## src/rtl/gpio_pkg.sv

```systemverilog
// Shared definitions for the GPIO input debouncer: parameter defaults,
// the per-bit debounce state and a counter sizing helper.
package gpio_pkg;

  // Defaults match the GPIO peripheral this block feeds.
  localparam int unsigned CHANNELS_DEF        = 2;
  localparam int unsigned WIDTH_DEF           = 32;
  localparam int unsigned DEBOUNCE_CYCLES_DEF = 16;

  // A bit is STABLE while its synchronized input equals the accepted level,
  // PENDING while the two disagree and the stability count is running.
  typedef enum logic {
    ST_STABLE  = 1'b0,
    ST_PENDING = 1'b1
  } deb_state_e;

  // Counter width able to hold DEBOUNCE_CYCLES; never narrower than 1 bit.
  function automatic int unsigned cnt_width(input int unsigned cycles);
    if (cycles < 1) begin
      return 1;
    end
    return $clog2(cycles + 1);
  endfunction

endpackage

```

## src/rtl/gpio_debounce_if.sv

```systemverilog
// Bundle of the debouncer's word-wide signals. The master side (the GPIO
// peripheral or a testbench) drives pads, tick strobe, clear and mask; the
// slave side (the debouncer) returns the debounced level, edge pulses,
// sticky events, the interrupt and a per-bit PENDING debug view.
//
// Signalling: there is no valid/ready handshake. tick is a level-sampled
// strobe: every rising clk edge with tick high counts as one debounce tick.
// evt_clr is write-1-to-clear and takes effect on the edge it is sampled
// high; a set arriving on that same edge wins. rise/fall are single-cycle
// pulses and are never held.
interface gpio_debounce_if
  import gpio_pkg::*;
#(
  parameter int unsigned CHANNELS = CHANNELS_DEF,
  parameter int unsigned WIDTH    = WIDTH_DEF
);

  logic                           tick;
  logic [CHANNELS-1:0][WIDTH-1:0] pin;
  logic [CHANNELS-1:0][WIDTH-1:0] evt_clr;
  logic [CHANNELS-1:0][WIDTH-1:0] irq_en;
  logic [CHANNELS-1:0][WIDTH-1:0] level;
  logic [CHANNELS-1:0][WIDTH-1:0] rise;
  logic [CHANNELS-1:0][WIDTH-1:0] fall;
  logic [CHANNELS-1:0][WIDTH-1:0] evt;
  logic [CHANNELS-1:0][WIDTH-1:0] pending;
  logic                           irq;

  modport master (
    output tick,
    output pin,
    output evt_clr,
    output irq_en,
    input  level,
    input  rise,
    input  fall,
    input  evt,
    input  pending,
    input  irq
  );

  modport slave (
    input  tick,
    input  pin,
    input  evt_clr,
    input  irq_en,
    output level,
    output rise,
    output fall,
    output evt,
    output pending,
    output irq
  );

endinterface

```

## src/rtl/gpio_debounce_bit.sv

```systemverilog
// One debounced GPIO bit: two-flop synchronizer, tick-driven stability
// counter, registered edge pulses and a sticky event flag.
module gpio_debounce_bit
  import gpio_pkg::*;
#(
  parameter int unsigned DEBOUNCE_CYCLES = DEBOUNCE_CYCLES_DEF
) (
  input  logic clk,
  input  logic rst,
  input  logic tick_i,
  input  logic pin_i,
  input  logic evt_clr_i,
  output logic level_o,
  output logic rise_o,
  output logic fall_o,
  output logic evt_o,
  output logic pending_o
);

  localparam int unsigned   CW       = cnt_width(DEBOUNCE_CYCLES);
  localparam logic [CW-1:0] CNT_LAST = CW'(DEBOUNCE_CYCLES - 1);
  localparam logic [CW-1:0] CNT_ONE  = CW'(1);

  logic          s1_q;
  logic          s2_q;
  logic          level_q;
  logic          level_d;
  logic [CW-1:0] cnt_q;
  logic [CW-1:0] cnt_d;
  logic          rise_q;
  logic          rise_d;
  logic          fall_q;
  logic          fall_d;
  logic          evt_q;
  logic          evt_d;
  deb_state_e    state;

  // Bring the asynchronous pad into the clk domain before anything looks at it.
  always_ff @(posedge clk) begin
    if (rst) begin
      s1_q <= 1'b0;
      s2_q <= 1'b0;
    end else begin
      s1_q <= pin_i;
      s2_q <= s1_q;
    end
  end

  // Decode state from the synchronized input versus the accepted level, then
  // advance the stability count and decide whether to accept the new level.
  always_comb begin
    level_d = level_q;
    cnt_d   = cnt_q;
    rise_d  = 1'b0;
    fall_d  = 1'b0;
    state   = (s2_q != level_q) ? ST_PENDING : ST_STABLE;

    case (state)
      ST_STABLE: begin
        // Any earlier mismatch was a glitch; the next one starts from zero.
        cnt_d = '0;
      end
      ST_PENDING: begin
        if (tick_i) begin
          if (cnt_q == CNT_LAST) begin
            level_d = s2_q;
            cnt_d   = '0;
            rise_d  = s2_q;
            fall_d  = ~s2_q;
          end else begin
            cnt_d = cnt_q + CNT_ONE;
          end
        end
      end
      default: begin
        cnt_d = '0;
      end
    endcase

    // The sticky flag picks up the pulse that is visible this cycle, so a
    // clear arriving together with that pulse cannot swallow it.
    evt_d = (evt_q & ~evt_clr_i) | rise_q | fall_q;
  end

  // Debounce state, edge pulses and sticky flag.
  always_ff @(posedge clk) begin
    if (rst) begin
      level_q <= 1'b0;
      cnt_q   <= '0;
      rise_q  <= 1'b0;
      fall_q  <= 1'b0;
      evt_q   <= 1'b0;
    end else begin
      level_q <= level_d;
      cnt_q   <= cnt_d;
      rise_q  <= rise_d;
      fall_q  <= fall_d;
      evt_q   <= evt_d;
    end
  end

  assign level_o   = level_q;
  assign rise_o    = rise_q;
  assign fall_o    = fall_q;
  assign evt_o     = evt_q;
  assign pending_o = (state == ST_PENDING);

endmodule

```

## src/rtl/gpio_debounce.sv

```systemverilog
// Word-parallel GPIO input debouncer. Each pad bit is handled by its own
// gpio_debounce_bit; the only shared logic is the registered interrupt
// reduction over the enabled sticky events.
module gpio_debounce
  import gpio_pkg::*;
#(
  parameter int unsigned CHANNELS        = CHANNELS_DEF,
  parameter int unsigned WIDTH           = WIDTH_DEF,
  parameter int unsigned DEBOUNCE_CYCLES = DEBOUNCE_CYCLES_DEF
) (
  input  logic           clk,
  input  logic           rst,
  gpio_debounce_if.slave bus
);

  logic [CHANNELS-1:0][WIDTH-1:0] level_w;
  logic [CHANNELS-1:0][WIDTH-1:0] rise_w;
  logic [CHANNELS-1:0][WIDTH-1:0] fall_w;
  logic [CHANNELS-1:0][WIDTH-1:0] evt_w;
  logic [CHANNELS-1:0][WIDTH-1:0] pending_w;
  logic                           irq_q;
  logic                           irq_d;

  for (genvar ch = 0; ch < CHANNELS; ch++) begin : g_ch
    for (genvar b = 0; b < WIDTH; b++) begin : g_bit
      gpio_debounce_bit #(
        .DEBOUNCE_CYCLES (DEBOUNCE_CYCLES)
      ) u_bit (
        .clk       (clk),
        .rst       (rst),
        .tick_i    (bus.tick),
        .pin_i     (bus.pin[ch][b]),
        .evt_clr_i (bus.evt_clr[ch][b]),
        .level_o   (level_w[ch][b]),
        .rise_o    (rise_w[ch][b]),
        .fall_o    (fall_w[ch][b]),
        .evt_o     (evt_w[ch][b]),
        .pending_o (pending_w[ch][b])
      );
    end
  end

  // Any enabled sticky event requests an interrupt.
  always_comb begin
    irq_d = |(evt_w & bus.irq_en);
  end

  // Register the request so irq is glitch-free and lags evt by one cycle.
  always_ff @(posedge clk) begin
    if (rst) begin
      irq_q <= 1'b0;
    end else begin
      irq_q <= irq_d;
    end
  end

  assign bus.level   = level_w;
  assign bus.rise    = rise_w;
  assign bus.fall    = fall_w;
  assign bus.evt     = evt_w;
  assign bus.pending = pending_w;
  assign bus.irq     = irq_q;

endmodule

```

## src/flat_wrapper.sv

```systemverilog
// flat-port wrapper written by rule: the top's interface ports become plain ports
module gpio_debounce_flat import gpio_pkg::*;
#(
  parameter int unsigned CHANNELS        = CHANNELS_DEF,
  parameter int unsigned WIDTH           = WIDTH_DEF,
  parameter int unsigned DEBOUNCE_CYCLES = DEBOUNCE_CYCLES_DEF
)
  (clk, rst, bus_tick, bus_pin, bus_evt_clr, bus_irq_en, bus_level, bus_rise, bus_fall, bus_evt, bus_pending, bus_irq);
  gpio_debounce_if #(.CHANNELS(CHANNELS), .WIDTH(WIDTH)) bus_i ();
  input  logic clk;
  input  logic rst;
  input wire logic [$bits(bus_i.tick)-1:0] bus_tick;
  input wire logic [$bits(bus_i.pin)-1:0] bus_pin;
  input wire logic [$bits(bus_i.evt_clr)-1:0] bus_evt_clr;
  input wire logic [$bits(bus_i.irq_en)-1:0] bus_irq_en;
  output wire logic [$bits(bus_i.level)-1:0] bus_level;
  output wire logic [$bits(bus_i.rise)-1:0] bus_rise;
  output wire logic [$bits(bus_i.fall)-1:0] bus_fall;
  output wire logic [$bits(bus_i.evt)-1:0] bus_evt;
  output wire logic [$bits(bus_i.pending)-1:0] bus_pending;
  output wire logic [$bits(bus_i.irq)-1:0] bus_irq;
  assign bus_i.tick = bus_tick;
  assign bus_i.pin = bus_pin;
  assign bus_i.evt_clr = bus_evt_clr;
  assign bus_i.irq_en = bus_irq_en;
  assign bus_level = bus_i.level;
  assign bus_rise = bus_i.rise;
  assign bus_fall = bus_i.fall;
  assign bus_evt = bus_i.evt;
  assign bus_pending = bus_i.pending;
  assign bus_irq = bus_i.irq;
  gpio_debounce #(.CHANNELS(CHANNELS), .WIDTH(WIDTH), .DEBOUNCE_CYCLES(DEBOUNCE_CYCLES)) u_core (.clk(clk), .rst(rst), .bus(bus_i));
endmodule
```

## config.mk

```make
export PLATFORM = sky130hd
export DESIGN_NAME = gpio_debounce_flat
export DESIGN_NICKNAME = d
export VERILOG_FILES = /design/src/rtl/gpio_pkg.sv /design/src/rtl/gpio_debounce_if.sv /design/src/rtl/gpio_debounce_bit.sv /design/src/rtl/gpio_debounce.sv /design/src/flat_wrapper.sv
export SDC_FILE = /design/constraint.sdc
export NUM_CORES = 1
export LEC_CHECK = 0
export BUFFER_PORTS_ARGS = -buffer_cell sky130_fd_sc_hd__buf_2
export CAP_MARGIN = 20
export CORE_ASPECT_RATIO = 1.25
export CORE_UTILIZATION = 60
export DETAILED_ROUTE_END_ITERATION = 8
export GPL_TIMING_DRIVEN = 0
export PLACE_DENSITY = 0.85
export SYNTH_ARGS = -nofsm -noshare
export SYNTH_HDL_FRONTEND = slang
export SYNTH_SLANG_ARGS = --single-unit
```

## constraint.sdc

```tcl
create_clock -name clk -period 2.85 [get_ports clk]
set_input_delay 0.1425 -clock clk [delete_from_list [all_inputs] [get_ports clk]]
set_output_delay 0.1425 -clock clk [all_outputs]
set_load 0.01 [all_outputs]
```

==> summary.txt <==
Detailed routing
  – Drt pass-1 iters: 6
  – # DRC: 0
  – Vias: roughly 26,000
  – Via density per instance: 5.72
  – DRT antenna net count: 0
  – First DRT Iteration DRCs: approximately 2,100
  – WL/cell: roughly 22 um
  – Total Routed Length: roughly 100,000 um

Setup path
  – CP Data Required Time: roughly 3300 ps
  – Critical-path top delay cell: a221oi_1
  – Critical path capture point type: flop
  – Setup CP Type: flop to flop
  – CP Max Fanout: 3
  – Worst EP arrival: around 3300 ps
  – Crit path cell chain: a22o_1 -> a221oi_1 -> nand4_1 -> nor3_1 -> a21oi_1
  – Critical path launch point type: flop
  – Critical path buffer and inverter count: 0
  – Family with the most delay on the worst path: compound AO/OA/AOI/OAI gates
  – Worst path max stage delay: 880 ps

Global route
  – Antenna violations before repair: 9
  – First-pass GRT wire length: ~150,000 um
  – Largest net degree at the start of global routing: 16
  – All-Layer GR Usage: approximately two fifths
  – Vias in the first global route: ~26,000
  – Overflow after GRT: 0

Timing
  – Min cycle time layout: approximately 2800 ps
  – Fin crit share: between 90 and 100%
  – Final WS setup: ~5.4 ps
  – Hold slack: 199 ps
  – Setup violators final: 0
  – Final Hold Vio Count: 0
  – Slew Limit Fails: 0
  – Peak Freq: about 0.35 GHz
  – Relative slew slack: between 20% and 30%
  – Clk_skew: about 21 ps
  – Worst-margin pin slew: about 1100 ps
  – Fin Setup TNS: 0 ps
  – RSZ-0062 raised after global routing: false

Power
  – Sw Ratio: 22.2%
  – Seq pwr share: 48.0%
  – Net Sw Power: approximately 0.0046 W
  – Logic pwr share: just under 6%
  – Static Leak: approximately 16 nW
  – Maximum vdd ir drop: roughly 460 uV
  – PD cells: between 500 and 600 nW/um2
  – Pint: approximately 0.016 W
  – Clock share of power: a little under half

Cells and area
  – FILL cells: about 3,300
  – Layout cells sized above 1: a little over a quarter
  – FF+latch area: roughly 14,000 um2
  – Post-route cell area: 36,900 um2
  – Multi-input logic area: 12,400 um2
  – Area Overhead vs Synth: 23.8%
  – Nets: 4,181

Synth
  – Synth area leader: dfxtp_1
  – Mux share of post-synthesis cell area: 3.43%
  – Cell count after synthesis: 3,208
  – Library cells used by synthesis: 29
  – XOR/XNOR Fraction of Synth Area: 3.77%
  – Simple-gate portion of the synthesized area: about a quarter
  – Synth area leaders: dfxtp_1 (47%), buf_4 (8.4%), nand2_1 (4.9%)
  – Post-Syn Nets: 3,467
  – Synth Cell Area: 29,800 um2
  – Yosys top cell area share: between 40% and 50%
  – Post-synthesis compound-gate area fraction: 8.47%
  – Largest family of logic cells by synthesized area: simple AND/OR/NAND/NOR gates
  – Ys Warns: 0
  – FF+latch count, synth: a little over 700
  – Sequential area share after synthesis: between 40 and 50%
  – Post-Synth Adder-Cell Area: around 2.7%
  – Syn Area/Cell: about 9.3 um2

Clock tree
  – Clock Latency Late Sink: 610 ps
  – CTS Buffer Depth: 3
  – Worst-path clk slew: ~70 ps
  – Total CTS buffers: between 60 and 70
  – TritonCTS clock tree: yes
  – Sink Count: slightly above 700
  – Htree depth: 3
  – CTS root buf: clkbuf_16
  – PostCTS Resize Cnt: 0

Min path
  – Hold Path Class: input pin to flop

Placement
  – Placed inst area: roughly 33,000 um2
  – I/O Buffers: 514
  – Place WS: 357 ps
  – Gpl congestion: roughly 0.90
  – Post-DP HPWL: 69,900 um

Die
  – Core box area: between 40,000 and 50,000 um2
  – Core Rows: 90
  – DIE WIDTH: 201 um
  – Io pins: around 520
  – Die area: a little over 50,000 um2
  – Chip Height: between 200 and 300 um
  – Starting density of the core: about three fifths

Flow run
  – Max cap viols: 0

Run status
  – Status: complete, no violations
-- layout by cell type (no fill, tap or decap), types with 73 or more instances in the layout --
| cell type | synthesis | layout |
|---|---|---|
| dfxtp_1 | 705 | 705 |
| buf_2 | 38 | 552 |
| nand2_1 | 389 | 389 |
| buf_4 | 335 | 336 |
| nor2_1 | 286 | 286 |
| nand2b_1 | 177 | 177 |
| nand3_1 | 163 | 163 |
| a21oi_1 | 163 | 163 |
| nor2b_1 | 129 | 129 |
| xor2_1 | 128 | 128 |
| dlygate4sd3_1 | 0 | 128 |
| clkbuf_16 | 0 | 73 |
-- tightest hold or removal path: cells and delay by family --
kind	cells	cell delay, ps
AOI/OAI and AO/OA	2	380
and+or+nand+nor	2	120
buffers and inverters	1	70
-- cells in the mapped netlist (all sizes together) --
cell,number
a21oi,163
a221oi,9
a22o,9
a22oi,14
a311oi,64
a41oi,64
buf,396
clkbuf,27
dfxtp,705
ha,64
inv,44
mux2,64
mux2i,30
nand2,389
nand2b,177
nand3,163
nand4,5
nand4b,64
nor2,286
nor2b,129
nor3,46
nor3b,60
nor4b,44
o21ai,64
xor2,128
-- flip-flops by register name, summed over array words and instances (netlist names) --
register                         count
u_core.g_ch.g_bit.u_bit.s2_q        64
u_core.g_ch.g_bit.u_bit.evt_o       64
u_core.g_ch.g_bit.u_bit.rise_o      64
u_core.g_ch.g_bit.u_bit.level_o     64
u_core.g_ch.g_bit.u_bit.s1_q        64
u_core.g_ch.g_bit.u_bit.fall_o      64
u_core.bus.irq                       1
u_core.g_ch.g_bit.u_bit.cnt_q      320
-- cell families (layout without fill, tap and decap cells) --
kind of cell             Yosys count  count (layout)
other                              0               5
XOR/XNOR                         128             128
multiplexers                      94              94
flip-flops                       705             705
AO/OA/AOI/OAI                    387             387
adder cells (fa/ha/maj)           64              64
AND/OR/NAND/NOR                 1363            1363
buffers and inverters            467            1233
-- power by group through the flow --
stage	Combinational (W)	Sequential, W	Clock, W
2_1_floorplan	0.000528	0.0102	0
3_3_place_gp	0.00102	0.0102	0
3_5_place_dp	0.00104	0.0102	0
4_1_cts	0.00118	0.0100	0.00968
5_1_grt	0.00126	0.0100	0.0101
6_report	0.00121	0.0100	0.00967
-- through the flow --
step                total power, W  instances  utilization [%]
floorplan                   0.0108       3208                -
global placement            0.0113       4366             68.1
detailed placement          0.0113       4368             68.2
CTS                         0.0209       4617             75.7
global route                0.0214       4622             75.8
finish                      0.0209       4623             75.8
-- area by class of cell --
type / count / share of cell area [%]
flip-flops and latches: 705 / 38.3
clock buffers: 98 / 5.54
plain buffers: 423 / 8.32
diodes: 5 / 0.0339
clock inverters: 23 / 0.940
inverters: 44 / 0.448
well taps: 644 / 2.19
multi-input cells: 2036 / 33.7
repair buffers: 645 / 10.6
-- worst paths after layout --
kind                                                        from                                        endpoint  slack (ps)  depth (start not counted)
setup / recovery  u_core.g_ch[1].g_bit[8].u_bit.evt_o$_SDFF_PP0_                       u_core.bus.irq$_SDFF_PP0_           5                          5
hold / removal                                    bus_irq_en[28]                       u_core.bus.irq$_SDFF_PP0_         200                          5
setup reg to reg  u_core.g_ch[1].g_bit[8].u_bit.evt_o$_SDFF_PP0_                       u_core.bus.irq$_SDFF_PP0_           5                          5
hold reg to reg   u_core.g_ch[0].g_bit[31].u_bit.s1_q$_SDFF_PP0_  u_core.g_ch[0].g_bit[31].u_bit.s2_q$_SDFF_PP0_         440                          1
-- layer usage --
| layer | vias up | global-route usage, % | wire length, um |
|---|---|---|---|
| met5 | - | 0 | 46 |
| met4 | 8 | 31.4 | 8350 |
| met3 | 372 | 9.35 | 9160 |
| met2 | 1399 | 64.1 | 46700 |
| met1 | 12579 | 43.0 | 36900 |
| li1 | 12108 | - | - |
-- what timing repair did --
item,CTS,global route
hold buffers,128,0
endpoints found under the hold margin,128,0
buffers inserted,0,0
Note: power is estimated with default switching activity, not from simulation.
